[config.mk]
export PLATFORM = sky130hd
export DESIGN_NAME = blocked_path_mapper
export DESIGN_NICKNAME = d
export VERILOG_FILES = /design/src/rtl/blocked_path_mapper.sv
export SDC_FILE = /design/constraint.sdc
export NUM_CORES = 1
export LEC_CHECK = 0
export ABC_AREA = 0
export ABC_CLOCK_PERIOD_IN_PS = 5500
export CORE_UTILIZATION = 58
export CTS_BUF_LIST = sky130_fd_sc_hd__clkbuf_8
export CTS_CLUSTER_SIZE = 25
export DETAILED_ROUTE_END_ITERATION = 6
export PLACE_DENSITY = 0.91
export SLEW_MARGIN = 0
export SYNTH_ARGS = -nofsm -noshare
export SYNTH_HDL_FRONTEND = slang
export SYNTH_SLANG_ARGS = --single-unit
[constraint.sdc]
create_clock -name samp_clock_i -period 5.5 [get_ports samp_clock_i]
set_clock_uncertainty 0.15 [all_clocks]
set_input_delay 1.1 -clock samp_clock_i [delete_from_list [all_inputs] [get_ports samp_clock_i]]
set_output_delay 1.1 -clock samp_clock_i [all_outputs]
set_load 0.005 [all_outputs]
[src/rtl/blocked_path_mapper.sv]
// Snapshots the receiver's blocked-path vector on done rise and streams one
// edge record per blocked bit, lowest bit first, over a valid/ready handshake.
module blocked_path_mapper #(
    parameter int unsigned NODE_W = 4,
    parameter logic [2*NODE_W*16-1:0] EDGE_MAP = 128'hF0EF_DECD_BCAB_9A89_7867_5645_3423_1201
) (
    input  logic              samp_clock_i,
    input  logic              rst_n_i,
    input  logic [15:0]       blocked_path_i,
    input  logic              rx_data_done_i,
    output logic              edge_valid_o,
    input  logic              edge_ready_i,
    output logic [3:0]        edge_id_o,
    output logic [NODE_W-1:0] edge_node_a_o,
    output logic [NODE_W-1:0] edge_node_b_o,
    output logic              edge_last_o,
    output logic [4:0]        block_count_o,
    output logic              busy_o,
    output logic              map_done_o
);

    localparam int unsigned NUM_EDGES = 16;
    localparam int unsigned ID_W      = 4;
    localparam int unsigned CNT_W     = 5;
    localparam int unsigned REC_W     = 2 * NODE_W;

    typedef enum logic [1:0] {IDLE, SCAN, EMIT, DONE} state_e;

    state_e                 state_q, state_d;
    logic                   done_q;
    logic [NUM_EDGES-1:0]   snap_q, snap_d;
    logic [ID_W-1:0]        idx_q, idx_d;
    logic                   valid_q, valid_d;
    logic [ID_W-1:0]        id_q, id_d;
    logic [NODE_W-1:0]      node_a_q, node_a_d;
    logic [NODE_W-1:0]      node_b_q, node_b_d;
    logic                   last_q, last_d;
    logic [CNT_W-1:0]       count_q, count_d;
    logic                   busy_q, busy_d;
    logic                   map_done_q, map_done_d;

    logic                   rise;
    logic [REC_W-1:0]       map_rec;
    logic [CNT_W-1:0]       shamt;
    logic                   at_top;

    // Next-state and registered-output logic
    always_comb begin
        state_d    = state_q;
        snap_d     = snap_q;
        idx_d      = idx_q;
        valid_d    = valid_q;
        id_d       = id_q;
        node_a_d   = node_a_q;
        node_b_d   = node_b_q;
        last_d     = last_q;
        count_d    = count_q;
        map_done_d = map_done_q;

        rise    = rx_data_done_i & ~done_q;
        map_rec = EDGE_MAP[idx_q*REC_W +: REC_W];
        shamt   = CNT_W'(idx_q) + CNT_W'(1);
        at_top  = (idx_q == ID_W'(NUM_EDGES - 1));

        case (state_q)
            IDLE: begin
                if (rise) begin
                    snap_d  = blocked_path_i;
                    idx_d   = '0;
                    count_d = '0;
                    state_d = SCAN;
                end
            end
            SCAN: begin
                if (snap_q[idx_q]) begin
                    id_d     = idx_q;
                    node_a_d = map_rec[REC_W-1 -: NODE_W];
                    node_b_d = map_rec[NODE_W-1:0];
                    last_d   = ~|(snap_q >> shamt);
                    valid_d  = 1'b1;
                    state_d  = EMIT;
                end else if (at_top) begin
                    map_done_d = 1'b1;
                    state_d    = DONE;
                end else begin
                    idx_d = idx_q + ID_W'(1);
                end
            end
            EMIT: begin
                if (edge_ready_i) begin
                    valid_d = 1'b0;
                    count_d = count_q + CNT_W'(1);
                    if (at_top) begin
                        map_done_d = 1'b1;
                        state_d    = DONE;
                    end else begin
                        idx_d   = idx_q + ID_W'(1);
                        state_d = SCAN;
                    end
                end
            end
            DONE: begin
                if (!rx_data_done_i) begin
                    map_done_d = 1'b0;
                    state_d    = IDLE;
                end
            end
            default: state_d = IDLE;
        endcase

        busy_d = (state_d == SCAN) || (state_d == EMIT);
    end

    // done_q tracks the input even in reset so a held-high done is not a new rise
    always_ff @(posedge samp_clock_i) begin
        done_q <= rx_data_done_i;
    end

    always_ff @(posedge samp_clock_i) begin
        if (!rst_n_i) begin
            state_q    <= IDLE;
            snap_q     <= '0;
            idx_q      <= '0;
            valid_q    <= 1'b0;
            id_q       <= '0;
            node_a_q   <= '0;
            node_b_q   <= '0;
            last_q     <= 1'b0;
            count_q    <= '0;
            busy_q     <= 1'b0;
            map_done_q <= 1'b0;
        end else begin
            state_q    <= state_d;
            snap_q     <= snap_d;
            idx_q      <= idx_d;
            valid_q    <= valid_d;
            id_q       <= id_d;
            node_a_q   <= node_a_d;
            node_b_q   <= node_b_d;
            last_q     <= last_d;
            count_q    <= count_d;
            busy_q     <= busy_d;
            map_done_q <= map_done_d;
        end
    end

    assign edge_valid_o  = valid_q;
    assign edge_id_o     = id_q;
    assign edge_node_a_o = node_a_q;
    assign edge_node_b_o = node_b_q;
    assign edge_last_o   = last_q;
    assign block_count_o = count_q;
    assign busy_o        = busy_q;
    assign map_done_o    = map_done_q;

endmodule

==> results.sh, run 1 <==
export IMPL_status="finished clean"
export IMPL_vias=2013
export IMPL_worstSetupStartpoint="idx_q[1]$_SDFFE_PN0P_"
export IMPL_post_dp_cell_area_um2=2590
export IMPL_syn_inst=268
export IMPL_cp_start_kind="register"
export IMPL_yosys_register_bits=40
export IMPL_p_int_w=0.000495
export IMPL_portBuffers=40
export IMPL_cts_buffers=5
export IMPL_yosysUniqueCellTypes=43
export IMPL_grt_antenna_before_repair=0
export IMPL_cts_sinks=40
export IMPL_cts_hold_buffers=0
export IMPL_grtUsageTotal_pct=27.1
export IMPL_viasPerCell=5.83
export IMPL_powerDensity_nw_per_um2=253
export IMPL_cts_resized=0
export IMPL_p_sw_w=0.000188
export IMPL_p_seq_share_pct=46.9
export IMPL_rsz0062_at_grt="no"
export IMPL_grt_max_degree=36
export IMPL_min_path_type="register to register"
export IMPL_setup_slack_ns=2.32
export IMPL_root_buffer="clkbuf_8"
export IMPL_r2r_slack_ns=2.32
export IMPL_final_cells=345
export IMPL_wl_per_cell_um=14.1
export IMPL_setup_tns_ns=0
export IMPL_dpl_hpwl_um=3340
export IMPL_h_tree_depth=2
export IMPL_cts_buffer_depth=2
export IMPL_final_hold_viol_count=0
export IMPL_drt_antenna_violating_nets=0
export IMPL_io_pins=41
export IMPL_pwr_share_comb_pct=18.6
export IMPL_clkLatencyLatePin_ns=0.30
export IMPL_period_share_pct=57.9
export IMPL_regArea_um2=801
export IMPL_grt_pass1_vias=1875
export IMPL_die_area_um2=4090
export IMPL_slew_viol_final=0
export IMPL_synth_top_cell_by_area="dfxtp_1"
export IMPL_peakVddDrop_v=0.000170
export IMPL_drt_total_wl_um=4870
export IMPL_drc=0
export IMPL_whs_path_depth=2
export IMPL_syn_cell_area_um2=2230
export IMPL_pre_cts_slack_ns=2.35
export IMPL_initial_core_util_pct=60.8
export IMPL_syn_nets=298
export IMPL_p_leak_nw=1.00
export IMPL_clkPwrFrac_pct=34.6
export IMPL_yosys_warnings=0
export IMPL_floorplan_die_height_um=64.0
export IMPL_layout_nets=326
export IMPL_critPathMaxFanout=22
export IMPL_multi_input_area_um2=1280
export IMPL_grt_overflow_total=0
export IMPL_rows=22
export IMPL_max_slew_margin_pct=34.8
export IMPL_worstMarginPinSlew_ns=0.975
export IMPL_final_core_util_pct=73.6
export IMPL_max_freq_ghz=0.314
export IMPL_fin_crit_ns=3.18
export IMPL_cts_tree="done"
export IMPL_setup_viol=0
export IMPL_ys_top_cells_by_area="dfxtp_1, nand2_1, mux2i_1, a21oi_1, ha_1"
export IMPL_syn_avg_cell_area_um2=8.31
export IMPL_cap_violations=0
export IMPL_fill_cells=282
export IMPL_firstDrtPassIters=4
export IMPL_area_growth_pct=21.0
export IMPL_rr_endpoint="idx_q[0]$_SDFFE_PN0P_"
export IMPL_synth_top_area_share_pct=36.0
export IMPL_crit_arrival_ns=3.19
export IMPL_drt_iter0_markers=124
export IMPL_switching_share_pct=27.5
export IMPL_ff2ff_path_depth=6
export IMPL_gp_congestion=0.850
export IMPL_min_from="edge_node_b_o[3]$_SDFFE_PN0P_"
export IMPL_placed_cells=337
export IMPL_whs_endpoint="edge_node_b_o[3]$_SDFFE_PN0P_"
export IMPL_cts_setup_buffers=0
export IMPL_timing_rr_start="idx_q[1]$_SDFFE_PN0P_"
export IMPL_die_x_um=64.0
export IMPL_core_um2=3660
export IMPL_fin_area_um2=2700
export IMPL_yosysSeqAreaShare_pct=36.0
export IMPL_grt_pass1_wl_um=8470
export IMPL_worst_setup_path_end_kind="register"
export IMPL_n_antenna_cell=0
export IMPL_crit_required_ns=5.50
export IMPL_crit_type="register to register"
export IMPL_drive_above_1_share_pct=6.06
export IMPL_path_clk_slew_ns=0.07
routing by layer:
layer	wire [um]	global-route usage, %
met5	0	0
met4	99	16.8
met3	193	5.00
met2	2470	45.2
met1	2110	32.0
cells in the mapped netlist (all sizes together):
cell	number
nor2	23
a221oi	1
a22oi	4
nor4	1
buf	9
a311oi	1
clkinv	1
or3	1
mux2	2
ha	10
a32oi	4
or2	2
o21ai	7
and2	3
mux2i	15
a21oi	28
and3	3
nor3b	1
o21bai	2
o22ai	1
nor3	3
dfxtp	40
nand3	7
a2bb2oi	1
inv	11
nand2	49
nor2b	3
nand2b	5
o221ai	1
a31oi	3
a211o	1
a211oi	4
mux4	5
a22o	1
clkbuf	10
xor2	4
a311o	1
cells in the final DEF (no fill, tap or decap), drive strengths merged, types with 2 or more instances in the layout:
cell	n
ha	10
clkinv	2
nand2	49
o21ai	7
mux4	5
nor3	3
mux2i	15
o21bai	2
a22oi	4
a21oi	28
and2	3
clkdlybuf4s50	40
a31oi	3
clkbuf	5
a32oi	4
mux2	2
dfxtp	40
inv	12
nor2	23
xor2	4
nand3	7
and3	3
nand2b	5
nor2b	3
a211oi	4
or2	2
stage by stage:
| stage | hold WS (ns) | power [W] |
|---|---|---|
| after floorplan | 0.283 | 0.000412 |
| after global placement | 0.289 | 0.000445 |
| after detailed placement | 0.303 | 0.000449 |
| after CTS | 0.314 | 0.000681 |
| after global routing | 0.338 | 0.000718 |
| final | 0.310 | 0.000682 |
kinds of logic after synthesis:
family	share of synthesized area (%)
DFF	36.0
muxes	13.0
buffers and inverters	6.52
and+or+nand+nor	19.8
xor gates and xnor gates	1.57
adders and majority gates	5.62
AOI/OAI and AO/OA	17.6
state kept, by name, indices dropped and copies added, names as in the netlist:
name,count
snap_q,16
block_count_o,5
edge_id_o,4
edge_node_b_o,4
idx_q,4
state_q,2
busy_o,1
done_q,1
edge_last_o,1
edge_valid_o,1
map_done_o,1
area by class of cell:
| type | instances | share of cell area (%) |
|---|---|---|
| clock buffer | 5 | 2.55 |
| timing repair buffer | 40 | 14.9 |
| multi-input combinational | 197 | 47.5 |
| inverter | 12 | 1.67 |
| sequential | 40 | 29.7 |
| tap | 48 | 2.23 |
| clock inverter | 3 | 1.44 |
critical path: stages (launching register included):
cell	delay [ns]
dfxtp_1	0.91
mux4_2	0.62
mux2_2	0.33
a22oi_4	0.43
and3_1	0.36
nand2b_1	0.14
a21oi_1	0.08
power groups by stage:
stage / Combinational [W] / Sequential (W) / Clock, W
4_1_cts: 0.000125 / 0.000319 / 0.000236
3_5_place_dp: 0.000124 / 0.000326 / 0
6_report: 0.000127 / 0.000320 / 0.000236
2_1_floorplan: 0.0000946 / 0.000318 / 0
5_1_grt: 0.000142 / 0.000322 / 0.000255
3_3_place_gp: 0.000120 / 0.000325 / 0
worst max path at each step:
stage / to / cells past startpoint
6_report: idx_q[0]$_SDFFE_PN0P_ / 6
5_1_grt: idx_q[1]$_SDFFE_PN0P_ / 6
4_1_cts: idx_q[3]$_SDFFE_PN0P_ / 6
3_5_place_dp: snap_q[7]$_SDFFE_PN0P_ / 5
3_3_place_gp: busy_o$_SDFF_PN0_ / 7
2_1_floorplan: busy_o$_SDFF_PN0_ / 6
Power figures use the tool's default switching activity.
==> run 2: changes to the inputs <==
--- a/config.mk
+++ b/config.mk
@@ -6,12 +6,12 @@
 export NUM_CORES = 1
 export LEC_CHECK = 0
 export ABC_AREA = 0
-export ABC_CLOCK_PERIOD_IN_PS = 5500
-export CORE_UTILIZATION = 58
+export ABC_CLOCK_PERIOD_IN_PS = 2600
+export CORE_UTILIZATION = 49
 export CTS_BUF_LIST = sky130_fd_sc_hd__clkbuf_8
 export CTS_CLUSTER_SIZE = 25
 export DETAILED_ROUTE_END_ITERATION = 6
-export PLACE_DENSITY = 0.91
+export PLACE_DENSITY = 0.83
 export SLEW_MARGIN = 0
 export SYNTH_ARGS = -nofsm -noshare
 export SYNTH_HDL_FRONTEND = slang
==> constraint.sdc (replaced) <==
create_clock -name samp_clock_i -period 2.6 [get_ports samp_clock_i]
set_clock_uncertainty 0.15 [all_clocks]
set_input_delay 0.52 -clock samp_clock_i [delete_from_list [all_inputs] [get_ports samp_clock_i]]
set_output_delay 0.52 -clock samp_clock_i [all_outputs]
set_load 0.005 [all_outputs]
==> results.sh, run 2 (synthesis gave the netlist of run 1 again) <==
export IMPL_status="finished clean"
export IMPL_worst_setup_path_end_kind="register"
export IMPL_cts_tree="done"
export IMPL_cp_start_kind="register"
export IMPL_grt_max_degree=20
export IMPL_min_path_type="register to register"
export IMPL_p_sw_w=0.000391
export IMPL_rows=24
export IMPL_setup_viol=0
export IMPL_crit_type="register to register"
export IMPL_setup_tns_ns=0
export IMPL_viasPerCell=5.50
export IMPL_placed_cells=353
export IMPL_max_slew_margin_pct=60.2
export IMPL_portBuffers=40
export IMPL_wl_per_cell_um=13.4
export IMPL_initial_core_util_pct=51.1
export IMPL_h_tree_depth=2
export IMPL_grt_pass1_wl_um=8900
export IMPL_peakVddDrop_v=0.000228
export IMPL_clkPwrFrac_pct=30.7
export IMPL_top_register="snap_q"
export IMPL_grtUsageTotal_pct=23.0
export IMPL_area_growth_pct=24.7
export IMPL_final_core_util_pct=63.8
export IMPL_fin_crit_ns=2.38
export IMPL_cap_violations=0
export IMPL_cts_sinks=40
export IMPL_layout_nets=338
export IMPL_path_clk_slew_ns=0.08
export IMPL_drt_iter0_markers=84
export IMPL_gp_congestion=0.836
export IMPL_io_pins=41
export IMPL_grt_pass1_vias=1986
export IMPL_vias=1985
export IMPL_final_hold_viol_count=0
export IMPL_period_share_pct=91.4
export IMPL_worstMarginPinSlew_ns=0.596
export IMPL_dpl_hpwl_um=3580
export IMPL_fin_area_um2=2780
export IMPL_powerDensity_nw_per_um2=496
export IMPL_multi_input_area_um2=1280
export IMPL_critPathMaxFanout=10
export IMPL_max_freq_ghz=0.421
export IMPL_cts_buffer_depth=2
export IMPL_layout_cells_most_common_list="nand2_1, clkdlybuf4s50_1, dfxtp_1"
export IMPL_die_x_um=69.4
export IMPL_largest_reg_flops=16
export IMPL_floorplan_die_height_um=69.4
export IMPL_fill_cells=388
export IMPL_clkLatencyLatePin_ns=0.29
export IMPL_pwr_share_comb_pct=20.5
export IMPL_hold_ws_ns=0.304
export IMPL_regArea_um2=802
export IMPL_firstDrtPassIters=4
export IMPL_drive_above_1_share_pct=10.4
export IMPL_p_seq_share_pct=48.8
export IMPL_post_dp_cell_area_um2=2680
export IMPL_rsz0062_at_grt="no"
export IMPL_drt_antenna_violating_nets=0
export IMPL_crit_required_ns=2.66
export IMPL_cts_hold_buffers=0
export IMPL_n_antenna_cell=0
export IMPL_p_int_w=0.000988
export IMPL_final_common_cell="nand2_1"
export IMPL_p_leak_nw=1.05
export IMPL_switching_share_pct=28.3
export IMPL_drt_total_wl_um=4830
export IMPL_slew_viol_final=0
export IMPL_core_um2=4350
export IMPL_cts_buffers=5
export IMPL_crit_arrival_ns=2.44
export IMPL_grt_overflow_total=0
export IMPL_root_buffer="clkbuf_8"
export IMPL_die_area_um2=4820
export IMPL_grt_antenna_before_repair=0
export IMPL_final_cells=361
export IMPL_drc=0
## run 2: cell count changes in the layout (fill, tap and decap cells not counted), sizes merged
cell,delta
clkbuf,+1
buf,+12
inv,-1
bufinv,-1
clkinv,+1
## run 2: final cells by class
class	count	area share, %
Multi-Input combinational cell	197	46.1
Sequential cell	40	28.9
Timing Repair Buffer	52	17.7
Clock buffer	6	2.97
Tap cell	52	2.34
Inverter	12	1.62
Clock inverter	2	0.361
## run 2: stage by stage
step | power [W] | worst slack (ns)
CTS | 0.00139 | 0.0711
finish | 0.00138 | 0.224
detailed placement | 0.000967 | 0.0670
global route | 0.00147 | 0.0279
floorplan | 0.000872 | 0.322
global placement | 0.000957 | 0.117
## run 2: routing by layer
metal / wire length, um / global-route usage [%]
met5: 0 / 0
met4: 108 / 10.2
met3: 200 / 5.52
met2: 2360 / 38.6
met1: 2160 / 27.8
## run 2: repair_timing
item | in CTS | in global routing
resized for setup | 0 | 1
setup endpoints to repair | 0 | 8
setup buffers | 0 | 0
## run 2: worst max-delay path, stage by stage, from the launching register on
cell and delay (ns):
dfxtp_2 0.48, mux4_2 0.53, mux2_2 0.32, a22oi_4 0.21, and3_1 0.31, a31oi_1 0.13, a211oi_2 0.16
## run 2: final timing paths
kind | endpoint | depth (start not counted) | slack [ns] | startpoint
hold reg to reg | edge_node_b_o[3]$_SDFFE_PN0P_ | 2 | 0.30 | edge_node_b_o[3]$_SDFFE_PN0P_
hold / removal | edge_node_b_o[3]$_SDFFE_PN0P_ | 2 | 0.30 | edge_node_b_o[3]$_SDFFE_PN0P_
setup / recovery | idx_q[3]$_SDFFE_PN0P_ | 6 | 0.22 | idx_q[1]$_SDFFE_PN0P_
setup reg to reg | idx_q[3]$_SDFFE_PN0P_ | 6 | 0.22 | idx_q[1]$_SDFFE_PN0P_
## run 2: power groups by stage
stage / combinational [W] / sequential, W / clock, W
after floorplan: 0.000200 / 0.000672 / 0
after global placement: 0.000272 / 0.000686 / 0
after detailed placement: 0.000280 / 0.000687 / 0
after CTS: 0.000281 / 0.000673 / 0.000434
after global routing: 0.000320 / 0.000679 / 0.000467
final: 0.000282 / 0.000673 / 0.000423
==> run 3: changes to the inputs <==
--- a/config.mk
+++ b/config.mk
@@ -12,6 +12,7 @@
 export CTS_CLUSTER_SIZE = 25
 export DETAILED_ROUTE_END_ITERATION = 6
 export PLACE_DENSITY = 0.83
+export SKIP_CTS_REPAIR_TIMING = 1
 export SLEW_MARGIN = 0
 export SYNTH_ARGS = -nofsm -noshare
 export SYNTH_HDL_FRONTEND = slang
==> results of run 3 <==
Final layout, timing and power as in run 2 (identical DEF).
